## config.mk

```make
export PLATFORM = sky130hd
export DESIGN_NAME = en_decode_sweep_flat
export DESIGN_NICKNAME = d
export VERILOG_FILES = /design/src/rtl/en_decode_sweep_if.sv /design/src/rtl/en_decode_sweep.sv /design/src/flat_wrapper.sv
export SDC_FILE = /design/constraint.sdc
export NUM_CORES = 1
export LEC_CHECK = 0
export ABC_AREA = 1
export BUFFER_PORTS_ARGS = -buffer_cell sky130_fd_sc_hd__buf_2
export CORE_MARGIN = 4
export CORE_UTILIZATION = 43
export DETAILED_ROUTE_END_ITERATION = 12
export HOLD_SLACK_MARGIN = 0.12
export PLACE_DENSITY_LB_ADDON = 0.08
export SLEW_MARGIN = 20
export SYNTH_ARGS = -nofsm -noshare
export SYNTH_HDL_FRONTEND = slang
export SYNTH_SLANG_ARGS = --single-unit
```

## constraint.sdc

```tcl
create_clock -name clk -period 1.76 [get_ports clk]
set_input_delay 0.264 -clock clk [delete_from_list [all_inputs] [get_ports clk]]
set_output_delay 0.264 -clock clk [all_outputs]
set_load 0.01 [all_outputs]
```

## src/rtl/en_decode_sweep_if.sv

```systemverilog
// en_decode_sweep_if: groups the write-enable decoder's select/strobe signals.
//   in          : decode select (write address), SEL_W bits
//   enable      : decode enable
//   sweep_start : request a full clearing sweep
//   out         : registered one-hot (or all-zero) strobe vector, 2**SEL_W bits
//   sweep_busy  : sweep is issuing strobes
//   sweep_done  : one-cycle pulse at sweep completion
// master modport drives the request side; slave modport is the decoder.
interface en_decode_sweep_if #(
    parameter int SEL_W = 5
);
    localparam int OUT_N = 2 ** SEL_W;

    logic [SEL_W-1:0] in;
    logic             enable;
    logic             sweep_start;
    logic [OUT_N-1:0] out;
    logic             sweep_busy;
    logic             sweep_done;

    modport master (
        output in, enable, sweep_start,
        input  out, sweep_busy, sweep_done
    );

    modport slave (
        input  in, enable, sweep_start,
        output out, sweep_busy, sweep_done
    );
endinterface

```

## src/rtl/en_decode_sweep.sv

```systemverilog
// en_decode_sweep: registered N-to-2^N enabled decoder for the register-file
// write-enable path, with a sweep mode that strobes every register once (one
// per cycle) so the file can be cleared after reset.
//   clk     : rising-edge clock
//   reset_n : asynchronous active-low reset
//   bus     : slave side of en_decode_sweep_if (in/enable/sweep_start in,
//             out/sweep_busy/sweep_done out)
// Parameters:
//   SEL_W    : select width, OUT_N = 2**SEL_W strobes
//   ZERO_TOP : 1 = index OUT_N-1 is a hardwired zero register, never strobed
module en_decode_sweep #(
    parameter int SEL_W    = 5,
    parameter bit ZERO_TOP = 1'b1
) (
    input  logic                  clk,
    input  logic                  reset_n,
    en_decode_sweep_if.slave      bus
);
    localparam int OUT_N = 2 ** SEL_W;
    localparam int LAST  = ZERO_TOP ? OUT_N - 2 : OUT_N - 1;
    localparam int CNT_W = SEL_W + 1;

    typedef enum logic [1:0] {
        IDLE  = 2'd0,
        SWEEP = 2'd1,
        DONE  = 2'd2
    } state_t;

    state_t           state, state_n;
    logic [CNT_W-1:0] cnt, cnt_n;
    logic [OUT_N-1:0] out_q, out_n;

    always_ff @(posedge clk or negedge reset_n) begin
        if (!reset_n) begin
            state <= IDLE;
            cnt   <= '0;
            out_q <= '0;
        end else begin
            state <= state_n;
            cnt   <= cnt_n;
            out_q <= out_n;
        end
    end

    always_comb begin
        state_n = state;
        cnt_n   = cnt;
        out_n   = '0;
        unique case (state)
            SWEEP: begin
                // cnt always runs one ahead of the index currently on out,
                // so cnt == LAST+1 means onehot(LAST) is being driven now.
                if (cnt == CNT_W'(LAST + 1)) begin
                    state_n = DONE;
                    cnt_n   = '0;
                end else begin
                    out_n[cnt[SEL_W-1:0]] = 1'b1;
                    cnt_n = cnt + CNT_W'(1);
                end
            end
            // DONE lasts one cycle; its outgoing edge applies the IDLE rule,
            // which lets a held sweep_start launch the next sweep at once.
            IDLE, DONE: begin
                state_n = IDLE;
                if (bus.sweep_start) begin
                    state_n  = SWEEP;
                    out_n[0] = 1'b1;
                    cnt_n    = CNT_W'(1);
                end else if (bus.enable &&
                             !(ZERO_TOP && (bus.in == {SEL_W{1'b1}}))) begin
                    out_n[bus.in] = 1'b1;
                end
            end
            default: begin
                state_n = IDLE;
                cnt_n   = '0;
            end
        endcase
    end

    assign bus.out        = out_q;
    assign bus.sweep_busy = (state == SWEEP);
    assign bus.sweep_done = (state == DONE);
endmodule

```

## src/flat_wrapper.sv

```systemverilog
// flat-port wrapper written by rule: the top's interface ports become plain ports
module en_decode_sweep_flat 
#(
    parameter int SEL_W    = 5,
    parameter bit ZERO_TOP = 1'b1
)
  (clk, reset_n, bus_in, bus_enable, bus_sweep_start, bus_out, bus_sweep_busy, bus_sweep_done);
  en_decode_sweep_if #(.SEL_W(SEL_W)) bus_i ();
  input  logic clk;
  input  logic reset_n;
  input wire logic [$bits(bus_i.in)-1:0] bus_in;
  input wire logic [$bits(bus_i.enable)-1:0] bus_enable;
  input wire logic [$bits(bus_i.sweep_start)-1:0] bus_sweep_start;
  output wire logic [$bits(bus_i.out)-1:0] bus_out;
  output wire logic [$bits(bus_i.sweep_busy)-1:0] bus_sweep_busy;
  output wire logic [$bits(bus_i.sweep_done)-1:0] bus_sweep_done;
  assign bus_i.in = bus_in;
  assign bus_i.enable = bus_enable;
  assign bus_i.sweep_start = bus_sweep_start;
  assign bus_out = bus_i.out;
  assign bus_sweep_busy = bus_i.sweep_busy;
  assign bus_sweep_done = bus_i.sweep_done;
  en_decode_sweep #(.SEL_W(SEL_W), .ZERO_TOP(ZERO_TOP)) u_core (.clk(clk), .reset_n(reset_n), .bus(bus_i));
endmodule
```

Word-level counts from Yosys, hierarchy flattened
Cells that the tools add are included.

word-level totals
  flip-flop bits (word level) = 40
  bits of input ports = 9
  output and inout port bits = 34
  logic and storage cells = 35

operators by class
  $add $sub $neg = 1
  magnitude comparators = 4
  equality and inequality tests = 6
  muxes and demuxes = 15
  reduce and logical (&&, ||, !) cells = 6

operator list
  kind                   count
  $mux W32               2
  $pmux W32 S2           1
  $mux W31               1
  $lt A5 B6 Y1 const B   2
  $mux W6                2
  $pmux W6 S2            1
  $demux W1 S5           2
  $ge A5 B1 Y1 const B   2
  $add A6 B1 Y6 const B  1
  $eq A6 B5 Y1 const B   1
  $eq A5 B5 Y1 const B   1
  $mux W1                4
  $pmux W2 S2            1
  $logic_and A1 B1 Y1    3
  $eq A2 B1 Y1 const B   1
  $eq A2 B2 Y1 const B   1
  $logic_not A2 Y1       1
  $mux W2                1
  $ne A2 B1 Y1 const B   1
  $ne A2 B2 Y1 const B   1
  $reduce_or A2 Y1       1
  $logic_not A1 Y1       1

Depth between registers and ports, before layout
Gate-level depths: netlist of the first run.

  word-level depth = 7
  mapped depth = 7
  mapped depth without buffers = 6

Worst setup path before layout of the first run
OpenSTA, ideal clock, no wires.

  path type = reg-to-reg
  start point = register u_core.cnt[0]
  end point = register u_core.out_q[0], in the netlist u_core.bus.out[0]
  library setup time = 0.121 ns
  arrival = 1.071 ns
  data required time = 1.639 ns
  setup slack = 0.568 ns
  cell stages (with the launch flop) = 8
  path buffers = 1
  period minus slack after synthesis = 1.192 ns
  cell sequence = dfrtp_1 -> inv_1 -> ha_1 -> clkbuf_1 -> inv_1 -> nor2_1 -> a21oi_1 -> nand2_1

on the way
  longest elaborated chain between the ends = 6
  elaborated cells on any way between the ends = 8
  classes of those cells = order compare: 2; eq/ne: 1; mux: 4; reduce/logical: 1

RTL lines
  item                                                                line                   RTL
  start: declaration                                                  en_decode_sweep.sv:30  logic [CNT_W-1:0] cnt, cnt_n;
  start signal: assignment                                            en_decode_sweep.sv:40  cnt <= cnt_n;
  $lt A5 B6 Y1 (not written as such) or $ge A5 B1 Y1 (tied branches)  en_decode_sweep.sv:57  out_n[cnt[SEL_W-1:0]] = 1'b1;
  $logic_and A1 B1 Y1 (not written as such)                           en_decode_sweep.sv:57
  $mux W1 (not written as such)                                       en_decode_sweep.sv:57
  $demux W1 S5                                                        --
  $mux W32 (*)                                                        en_decode_sweep.sv:53  if (cnt == CNT_W'(LAST + 1)) begin
  $pmux W32 S2 (*)                                                    en_decode_sweep.sv:49  unique case (state)
  named net u_core.out_n[0]                                           en_decode_sweep.sv:31  logic [OUT_N-1:0] out_q, out_n;
  end signal: assignment                                              en_decode_sweep.sv:41  out_q <= out_n;
  end: declaration                                                    en_decode_sweep.sv:31

The timed path passes the listed nets; every way through them passes the cells marked *.
A chain may end at the register's enable or synchronous reset.

Final worst setup path of the first run
  start point = register u_core.state[0]
  end point = output port bus_sweep_busy

on the way
  longest elaborated chain between the ends = 1

RTL lines
  item                      line                   RTL
  start: declaration        en_decode_sweep.sv:29  state_t state, state_n;
  start signal: assignment  en_decode_sweep.sv:39  state <= state_n;
  $eq A2 B1 Y1              en_decode_sweep.sv:82  assign bus.sweep_busy = (state == SWEEP);
  end: declaration          flat_wrapper.sv:15     output wire logic [$bits(bus_i.sweep_busy)-1:0] bus_sweep_busy;

Every way passes these cells.

==> impl_metrics.tcl, run 1 <==
set metrics [dict create \
    netlist.area_leader.share_pct 48.0 \
    ant_nets 0 \
    rows 25 \
    finalPower_uw 3120 \
    grtUsageTotal_pct 17.0 \
    fin_crit_sh_pct 92.5 \
    fin_crit_ns 1.63 \
    io_pins 43 \
    peakVddDrop_v 0.000680 \
    rsz0062_at_grt "no" \
    p_sw_uw 1320 \
    yosysUniqueCellTypes 26 \
    grt_pass1_vias 1708 \
    cp.required_ns 1.50 \
    pwr-share-clk_pct 20.2 \
    num_vias 1765 \
    layout.nets 298 \
    n_antenna_cell 0 \
    clock_skew_ns 0.0107 \
    crit_fanout 33 \
    yosys.area.top_type "dfrtp_1" \
    setup-violations-final 0 \
    portBuffers 42 \
    end_kind "primary output" \
    cts.sinks 40 \
    post-route-util_pct 51.2 \
    synth_area_leaders "dfrtp_1 (48%), nand3_1 (8.6%), nand2_1 (8.1%), nand4_1 (7.8%), inv_1 (4.7%)" \
    wl_per_cell_um 13.7 \
    finalMaxSlewViolations 0 \
    drv_cap 0 \
    cts_tree "built" \
    root_buffer "clkbuf_8" \
    yosys-top-cells-count "nand2_1 (45), dfrtp_1 (40), nand3_1 (36)" \
    numCtsBuffers 5 \
    yosysMostFrequentCell "nand2_1" \
    grt_first_pass_wirelength_um 8140 \
    worst_ep_arrival_time_ns 1.36 \
    power-per-cell-area_nw_per_um2 1290 \
    fin_setup_tns_ns 0 \
    ys_ff_latch 40 \
    stdcell_count 353 \
    startpoint_type "register" \
    drt_iter0_drc 204 \
    via_per_inst 5.00 \
    final_area_um2 2420 \
    path_clk_slew_ns 0.08 \
    slew_headroom_pct 58.7 \
    die_y_um 77.6 \
    cts.htree.levels 2 \
    p_seq_share_pct 40.7 \
    pwr-share-comb_pct 39.1 \
    avgSynthCellArea_um2 8.47 \
    dr.pass1.iters 4 \
    p_sw_share_pct 42.2 \
    placed_cells 344 \
    die-area_um2 6020 \
    finalHoldViolCount 0 \
    hold_path_class "input pin to register" \
    grt_overflow 0 \
    max_slew.worst_pin.slew_ns 0.615 \
    synth_top_flop_cell "dfrtp_1" \
    route.detailed.drc 0 \
    leakage_uw 0.00135 \
    synth_fp_nets 259 \
    grt_max_degree 34 \
    n_fill_cell 467 \
    fmax_ghz 0.614 \
    hpwl_um 3680 \
    coreArea_um2 4720 \
    cts_resized 0 \
    synth_cells 246 \
    status "finished clean" \
    chipWidth_um 77.6 \
    place_area_um2 2310 \
    clkLatencyLatePin_ns 0.29 \
    antenna_found_initial 0 \
    wl_um 4840 \
    area_growth_pct 16.0 \
    criticalPathCategory "register to primary output" \
    internal-power_uw 1810 \
    synth-edff-count 0 \
    clockBufferDepth 2 \
    gp_congestion 0.861 \
    start_util_pct 44.1 \
    layout-drive-gt1-share_pct 24.8 \
    ys_seq_area_share_pct 48.0 \
    async_reset_ff_share_pct 100 \
    synth_warnings 0 \
    synth_area_um2 2080 \
]
-- sequential cells by signal (all words and copies together) (netlist names) --
| register | flops |
|---|---|
| u_core.cnt | 6 |
| u_core.bus.out | 32 |
| u_core.state | 2 |
-- worst paths after layout --
path / startpoint / end / slack [ns] / cells past startpoint
worst max-delay path: u_core.state[0] / bus_sweep_busy / 0.13 / 3
worst min-delay path: bus_sweep_start / u_core.cnt[0] / 0.26 / 3
worst max register to register: u_core.cnt[0] / u_core.bus.out[29] / 0.37 / 6
worst min register to register: u_core.state[1] / u_core.state[1] / 0.56 / 3
max in group asynchronous: reset_n / u_core.bus.out[12] / 0.87 / 3
min in group asynchronous: reset_n / u_core.cnt[0] / 0.44 / 2
-- per-stage QoR --
step	worst slack, ns	hold WS [ns]
finish	0.132	0.260
global route	0.0341	0.297
CTS	0.127	0.263
detailed placement	0.428	0.236
global placement	0.386	0.230
floorplan	0.568	-0.0316
-- kinds of logic after synthesis --
kind of cell             after synthesis  share of synthesized area (%)
AO/OA/AOI/OAI                         17                           4.08
adder cells (fa/ha/maj)                4                           2.40
flip-flops                            40                           48.0
AND/OR/NAND/NOR                      139                           34.6
buffers and inverters                 46                           10.9
-- routing by layer --
metal  track usage (%)  share of wire [%]
met1              22.5                 47
met2              27.7                 47
met3              3.71                4.5
met4              5.52                1.5
met5                 0                  0
-- layout by cell type (no fill, tap or decap) --
master	instances
nor2_1	15
nand4_2	1
nand3_2	2
nor3_2	3
buf_12	1
ha_1	4
nand2_4	2
nand4_1	26
nor3_1	3
inv_4	1
o21ai_1	11
nand3_1	36
o21ai_0	5
buf_4	3
nor2_2	1
dlygate4sd3_1	1
a21oi_1	1
nor4_1	1
nand2_1	45
inv_1	26
nand2_2	1
nor2_4	3
clkbuf_1	1
dfrtp_1	40
buf_2	42
inv_2	4
clkbuf_8	6
clkinvlp_4	1
-- critical path, stage by stage, from the launching register on --
cell	delay, ns
dfrtp_1	0.51
nand2_4	0.11
inv_4	0.26
buf_2	0.20
-- timing repair --
action                    4_1_cts  5_1_grt
hold buffers                    1        0
buffers inserted                0        0
hold endpoints to repair       17        0
-- power groups by stage --
stage | Sequential [uW] | Combinational, uW | Clock [uW]
finish | 1270 | 1220 | 631
global route | 1310 | 1370 | 696
CTS | 1270 | 1230 | 648
detailed placement | 1290 | 1220 | 0
global placement | 1290 | 1220 | 0
floorplan | 1260 | 931 | 0
-- area by class of cell --
cell class                 instances  area, um^2  share of cell area [%]
sequential                        40        1000                    41.4
multi-input combinational        160         856                    35.4
timing repair buffer              47         263                    10.9
inverter                          31         119                    4.92
clock buffer                       7        86.3                    3.57
tap                               67        83.8                    3.47
clock inverter                     1        7.51                   0.311
Power figures use the tool's default switching activity.
==> run 2: changes to the inputs <==
--- a/config.mk
+++ b/config.mk
@@ -9,6 +9,7 @@
 export BUFFER_PORTS_ARGS = -buffer_cell sky130_fd_sc_hd__buf_2
 export CORE_MARGIN = 4
 export CORE_UTILIZATION = 43
+export CTS_BUF_LIST = sky130_fd_sc_hd__clkbuf_8
 export DETAILED_ROUTE_END_ITERATION = 12
 export HOLD_SLACK_MARGIN = 0.12
 export PLACE_DENSITY_LB_ADDON = 0.08
==> run 2 against run 1 <==
Against the previous run: utilization unchanged; global-route usage did not move; critical path depth stayed put; routed wire length about the same; register-to-register slack about the same; sequential power hardly changed; clock power down 1%; maximum frequency up 0.15%; non-clock buffer count did not move; die area unchanged; critical endpoint unchanged.
==> impl_metrics.tcl, run 2 (synthesis results as in run 1) <==
set metrics [dict create \
    status "finished clean" \
    power-per-cell-area_nw_per_um2 1290 \
    peakVddDrop_v 0.000682 \
    path_clk_slew_ns 0.08 \
    criticalPathCategory "register to primary output" \
    numCtsBuffers 5 \
    cp.required_ns 1.50 \
    slew_headroom_pct 59.5 \
    grt_first_pass_wirelength_um 8140 \
    p_seq_share_pct 40.8 \
    largest_reg_flops 32 \
    num_vias 1774 \
    final_cell_mix "nand2_1 (45), buf_2 (42), dfrtp_1 (40)" \
    area_growth_pct 16.0 \
    cts.htree.levels 2 \
    grtUsageTotal_pct 17.0 \
    die-area_um2 6020 \
    worst_ep_arrival_time_ns 1.36 \
    cts_tree "built" \
    setup-violations-final 0 \
    grt_overflow 0 \
    route.detailed.drc 0 \
    dr.pass1.iters 4 \
    clock_skew_ns 0.0109 \
    crit_fanout 33 \
    max_slew.worst_pin.slew_ns 0.604 \
    ant_nets 0 \
    final_common_cell "nand2_1" \
    layout-drive-gt1-share_pct 24.8 \
    finalHoldViolCount 0 \
    cts.sinks 40 \
    finalMaxSlewViolations 0 \
    fmax_ghz 0.615 \
    grt_pass1_vias 1708 \
    pwr-share-comb_pct 39.2 \
    coreArea_um2 4720 \
    internal-power_uw 1800 \
    startpoint_type "register" \
    fin_crit_ns 1.63 \
    layout.nets 298 \
    clockBufferDepth 2 \
    wl_per_cell_um 13.7 \
    n_antenna_cell 0 \
    cts_resized 0 \
    die_y_um 77.6 \
    rsz0062_at_grt "no" \
    hpwl_um 3680 \
    p_sw_uw 1320 \
    p_sw_share_pct 42.3 \
    hold_path_class "input pin to register" \
    chipWidth_um 77.6 \
    io_pins 43 \
    leakage_uw 0.00136 \
    via_per_inst 5.03 \
    pwr-share-clk_pct 20.0 \
    clkLatencyLatePin_ns 0.29 \
    end_kind "primary output" \
    root_buffer "clkbuf_8" \
    fin_crit_sh_pct 92.3 \
    portBuffers 42 \
    holdWs_ns 0.260 \
    drv_cap 0 \
    rows 25 \
    start_util_pct 44.1 \
    antenna_found_initial 0 \
    drt_iter0_drc 204 \
    grt_max_degree 34 \
    fin_setup_tns_ns 0 \
    holdPathStages 3 \
    wl_um 4840 \
    cts_setup_buffers 0 \
    gp_congestion 0.861 \
    reg2reg_depth 6 \
]
run 2: cell types whose count changed in the layout (fill, tap and decap cells not counted), sizes merged:
| cell | previous run | this run |
|---|---|---|
| clkbuf | 7 | 6 |
| inv | 31 | 32 |
run 2: worst paths after layout:
kind / endpoint / from / slack (ns)
hold / removal: u_core.cnt[0] / bus_sweep_start / 0.26
hold reg to reg: u_core.state[1] / u_core.state[1] / 0.56
setup / recovery: bus_sweep_busy / u_core.state[0] / 0.13
setup reg to reg: u_core.bus.out[29] / u_core.cnt[0] / 0.37
max in group asynchronous: u_core.bus.out[12] / reset_n / 0.87
min in group asynchronous: u_core.cnt[0] / reset_n / 0.44
run 2: through the flow:
stage / cell area [um^2] / std cells / setup WS (ns) / power [uW] / utilization (%)
after floorplan: 2080 / 246 / 0.568 / 2200 / -
after global placement: 2310 / 344 / 0.386 / 2500 / 49.0
after detailed placement: 2310 / 344 / 0.428 / 2510 / 49.0
after CTS: 2420 / 353 / 0.127 / 3140 / 51.2
after global routing: 2420 / 353 / 0.0341 / 3360 / 51.2
final: 2420 / 353 / 0.135 / 3120 / 51.2
run 2: what timing repair did:
item | in CTS | in global routing
endpoints found under the hold margin | 17 | 0
hold buffers | 1 | 0
setup endpoints to repair | 0 | 0
run 2: power by group through the flow:
stage / sequential [uW] / combinational, uW / clock, uW
CTS: 1270 / 1230 / 642
finish: 1270 / 1220 / 625
global placement: 1290 / 1220 / 0
global route: 1310 / 1370 / 691
floorplan: 1260 / 931 / 0
detailed placement: 1290 / 1220 / 0
run 2: layout make-up:
class	instances	area (um^2)
flip-flops and latches	40	1000
clock inverters	2	11.3
inverters	31	119
multi-input cells	160	856
repair buffers	47	263
fillers	467	2310
well taps	67	83.8
clock buffers	6	82.6
run 2: worst max-delay path, cell delays in order (launching register included):
cell     delay [ns]
dfrtp_1        0.51
nand2_4        0.11
inv_4          0.26
buf_2          0.20
run 2: per-layer routing:
layer  GRT usage, %  share of wire (%)
met4           5.52                1.5
met3           3.71                4.8
met2           27.7                 47
met1           22.5                 47
met5              0                  0
==> run 3: changes to the inputs <==
--- a/config.mk
+++ b/config.mk
@@ -13,6 +13,7 @@
 export DETAILED_ROUTE_END_ITERATION = 12
 export HOLD_SLACK_MARGIN = 0.12
 export PLACE_DENSITY_LB_ADDON = 0.08
+export REMOVE_ABC_BUFFERS = 1
 export SLEW_MARGIN = 20
 export SYNTH_ARGS = -nofsm -noshare
 export SYNTH_HDL_FRONTEND = slang
==> run 3 against run 2 <==
Against the previous run: global-route usage grew 1.1 points; critical path depth unchanged; utilization down 0.50 points; non-clock buffer count fell by 1; maximum frequency is 0.77% lower; die area unchanged; clock skew shrank 0.0047 ns; critical path type unchanged; flip-flop and latch count unchanged; highest routed layer unchanged; via count up 2.6%; routed wire length increased by 5.4%.
==> impl_metrics.tcl, run 3 (synthesis results as in run 1) <==
set metrics [dict create \
    wl_um 5110 \
    gp_congestion 0.875 \
    via_per_inst 5.19 \
    die_y_um 77.6 \
    pwr-share-comb_pct 39.8 \
    cts.sinks 40 \
    cts.htree.levels 2 \
    area_growth_pct 14.8 \
    grtUsageTotal_pct 18.1 \
    start_util_pct 44.1 \
    grt_max_degree 34 \
    leakage_uw 0.00135 \
    slew_headroom_pct 65.2 \
    cts_hold_buffers 1 \
    startpoint_type "register" \
    crit_fanout 33 \
    fmax_ghz 0.611 \
    rows 25 \
    cp.required_ns 1.50 \
    status "finished clean" \
    peakVddDrop_v 0.000805 \
    cts_resized 0 \
    path_clk_slew_ns 0.08 \
    ff_latch_area_um2 1000 \
    power-per-cell-area_nw_per_um2 1290 \
    grt_first_pass_wirelength_um 8650 \
    grt_pass1_vias 1775 \
    hpwl_um 3660 \
    setup-violations-final 0 \
    largest_reg_flops 32 \
    io_pins 43 \
    n_antenna_cell 0 \
    rsz0062_at_grt "no" \
    num_vias 1820 \
    p_sw_uw 1340 \
    final_cell_mix "nand2_1 (45), buf_2 (42), dfrtp_1 (40)" \
    layout-drive-gt1-share_pct 24.3 \
    portBuffers 42 \
    numCtsBuffers 5 \
    root_buffer "clkbuf_8" \
    grt_overflow 0 \
    pwr-share-clk_pct 18.3 \
    worst_ep_arrival_time_ns 1.37 \
    p_sw_share_pct 43.4 \
    route.detailed.drc 0 \
    drt_iter0_drc 90 \
    criticalPathCategory "register to primary output" \
    clkLatencyLatePin_ns 0.29 \
    die-area_um2 6020 \
    ant_nets 0 \
    hold_path_class "input pin to register" \
    internal-power_uw 1740 \
    max_slew.worst_pin.slew_ns 0.518 \
    cts_setup_buffers 0 \
    fin_crit_ns 1.64 \
    layout.nets 297 \
    n_fill_cell 457 \
    holdWs_ns 0.279 \
    antenna_found_initial 0 \
    finalHoldViolCount 0 \
    coreArea_um2 4720 \
    chipWidth_um 77.6 \
    wl_per_cell_um 14.5 \
    dr.pass1.iters 4 \
    fin_crit_sh_pct 93.1 \
    cts_tree "built" \
    finalMaxSlewViolations 0 \
    p_seq_share_pct 41.8 \
    final_common_cell "nand2_1" \
    clock_skew_ns 0.00622 \
    clockBufferDepth 2 \
    fin_setup_tns_ns 0 \
    drv_cap 0 \
    multiInputGateArea_um2 856 \
    end_kind "primary output" \
]
[run 3: worst paths after layout]
kind | cells past startpoint | end | from | slack [ns]
min in group asynchronous | 2 | u_core.bus.out[12] | reset_n | 0.45
min | 3 | u_core.cnt[0] | bus_sweep_start | 0.28
min reg2reg | 3 | u_core.state[1] | u_core.state[1] | 0.57
max | 3 | bus_sweep_busy | u_core.state[0] | 0.12
max reg2reg | 6 | u_core.state[0] | u_core.cnt[0] | 0.37
max in group asynchronous | 3 | u_core.bus.out[7] | reset_n | 0.84
[run 3: area by class of cell]
| type | count | area share (%) |
|---|---|---|
| Clock buffer | 5 | 2.88 |
| Clock inverter | 2 | 0.366 |
| Inverter | 31 | 4.97 |
| Multi-Input combinational cell | 160 | 35.8 |
| Sequential cell | 40 | 41.8 |
| Tap cell | 67 | 3.50 |
| Timing Repair Buffer | 46 | 10.7 |
[run 3: per-layer routing]
metal / global-route usage, % / up-vias / wire (um)
met3: 4.52 / 9 / 287
met4: 7.30 / 0 / 74
met1: 23.6 / 857 / 2290
met5: 0 / - / 0
li1: - / 892 / -
met2: 28.8 / 62 / 2450
[run 3: power groups by stage]
| stage | combinational [uW] | sequential, uW | clock [uW] |
|---|---|---|---|
| after detailed placement | 1220 | 1300 | 0 |
| after global placement | 1210 | 1300 | 0 |
| final | 1230 | 1290 | 564 |
| after floorplan | 734 | 1320 | 0 |
| after CTS | 1230 | 1280 | 586 |
| after global routing | 1370 | 1320 | 631 |
[run 3: worst max-delay path: stages, from the launching register on]
cell and delay, ns:
dfrtp_1 0.52, nand2_4 0.11, inv_4 0.25, buf_2 0.20
[run 3: metrics by stage]
stage / cells / instance area, um^2 / total power [uW] / util [%] / worst slack (ns)
2_1_floorplan: 231 / 1980 / 2060 / - / 0.487
3_3_place_gp: 343 / 2300 / 2500 / 48.8 / 0.407
3_5_place_dp: 343 / 2300 / 2520 / 48.8 / 0.397
4_1_cts: 351 / 2390 / 3100 / 50.6 / 0.0958
5_1_grt: 351 / 2390 / 3320 / 50.6 / 0.0108
6_report: 351 / 2390 / 3080 / 50.6 / 0.122
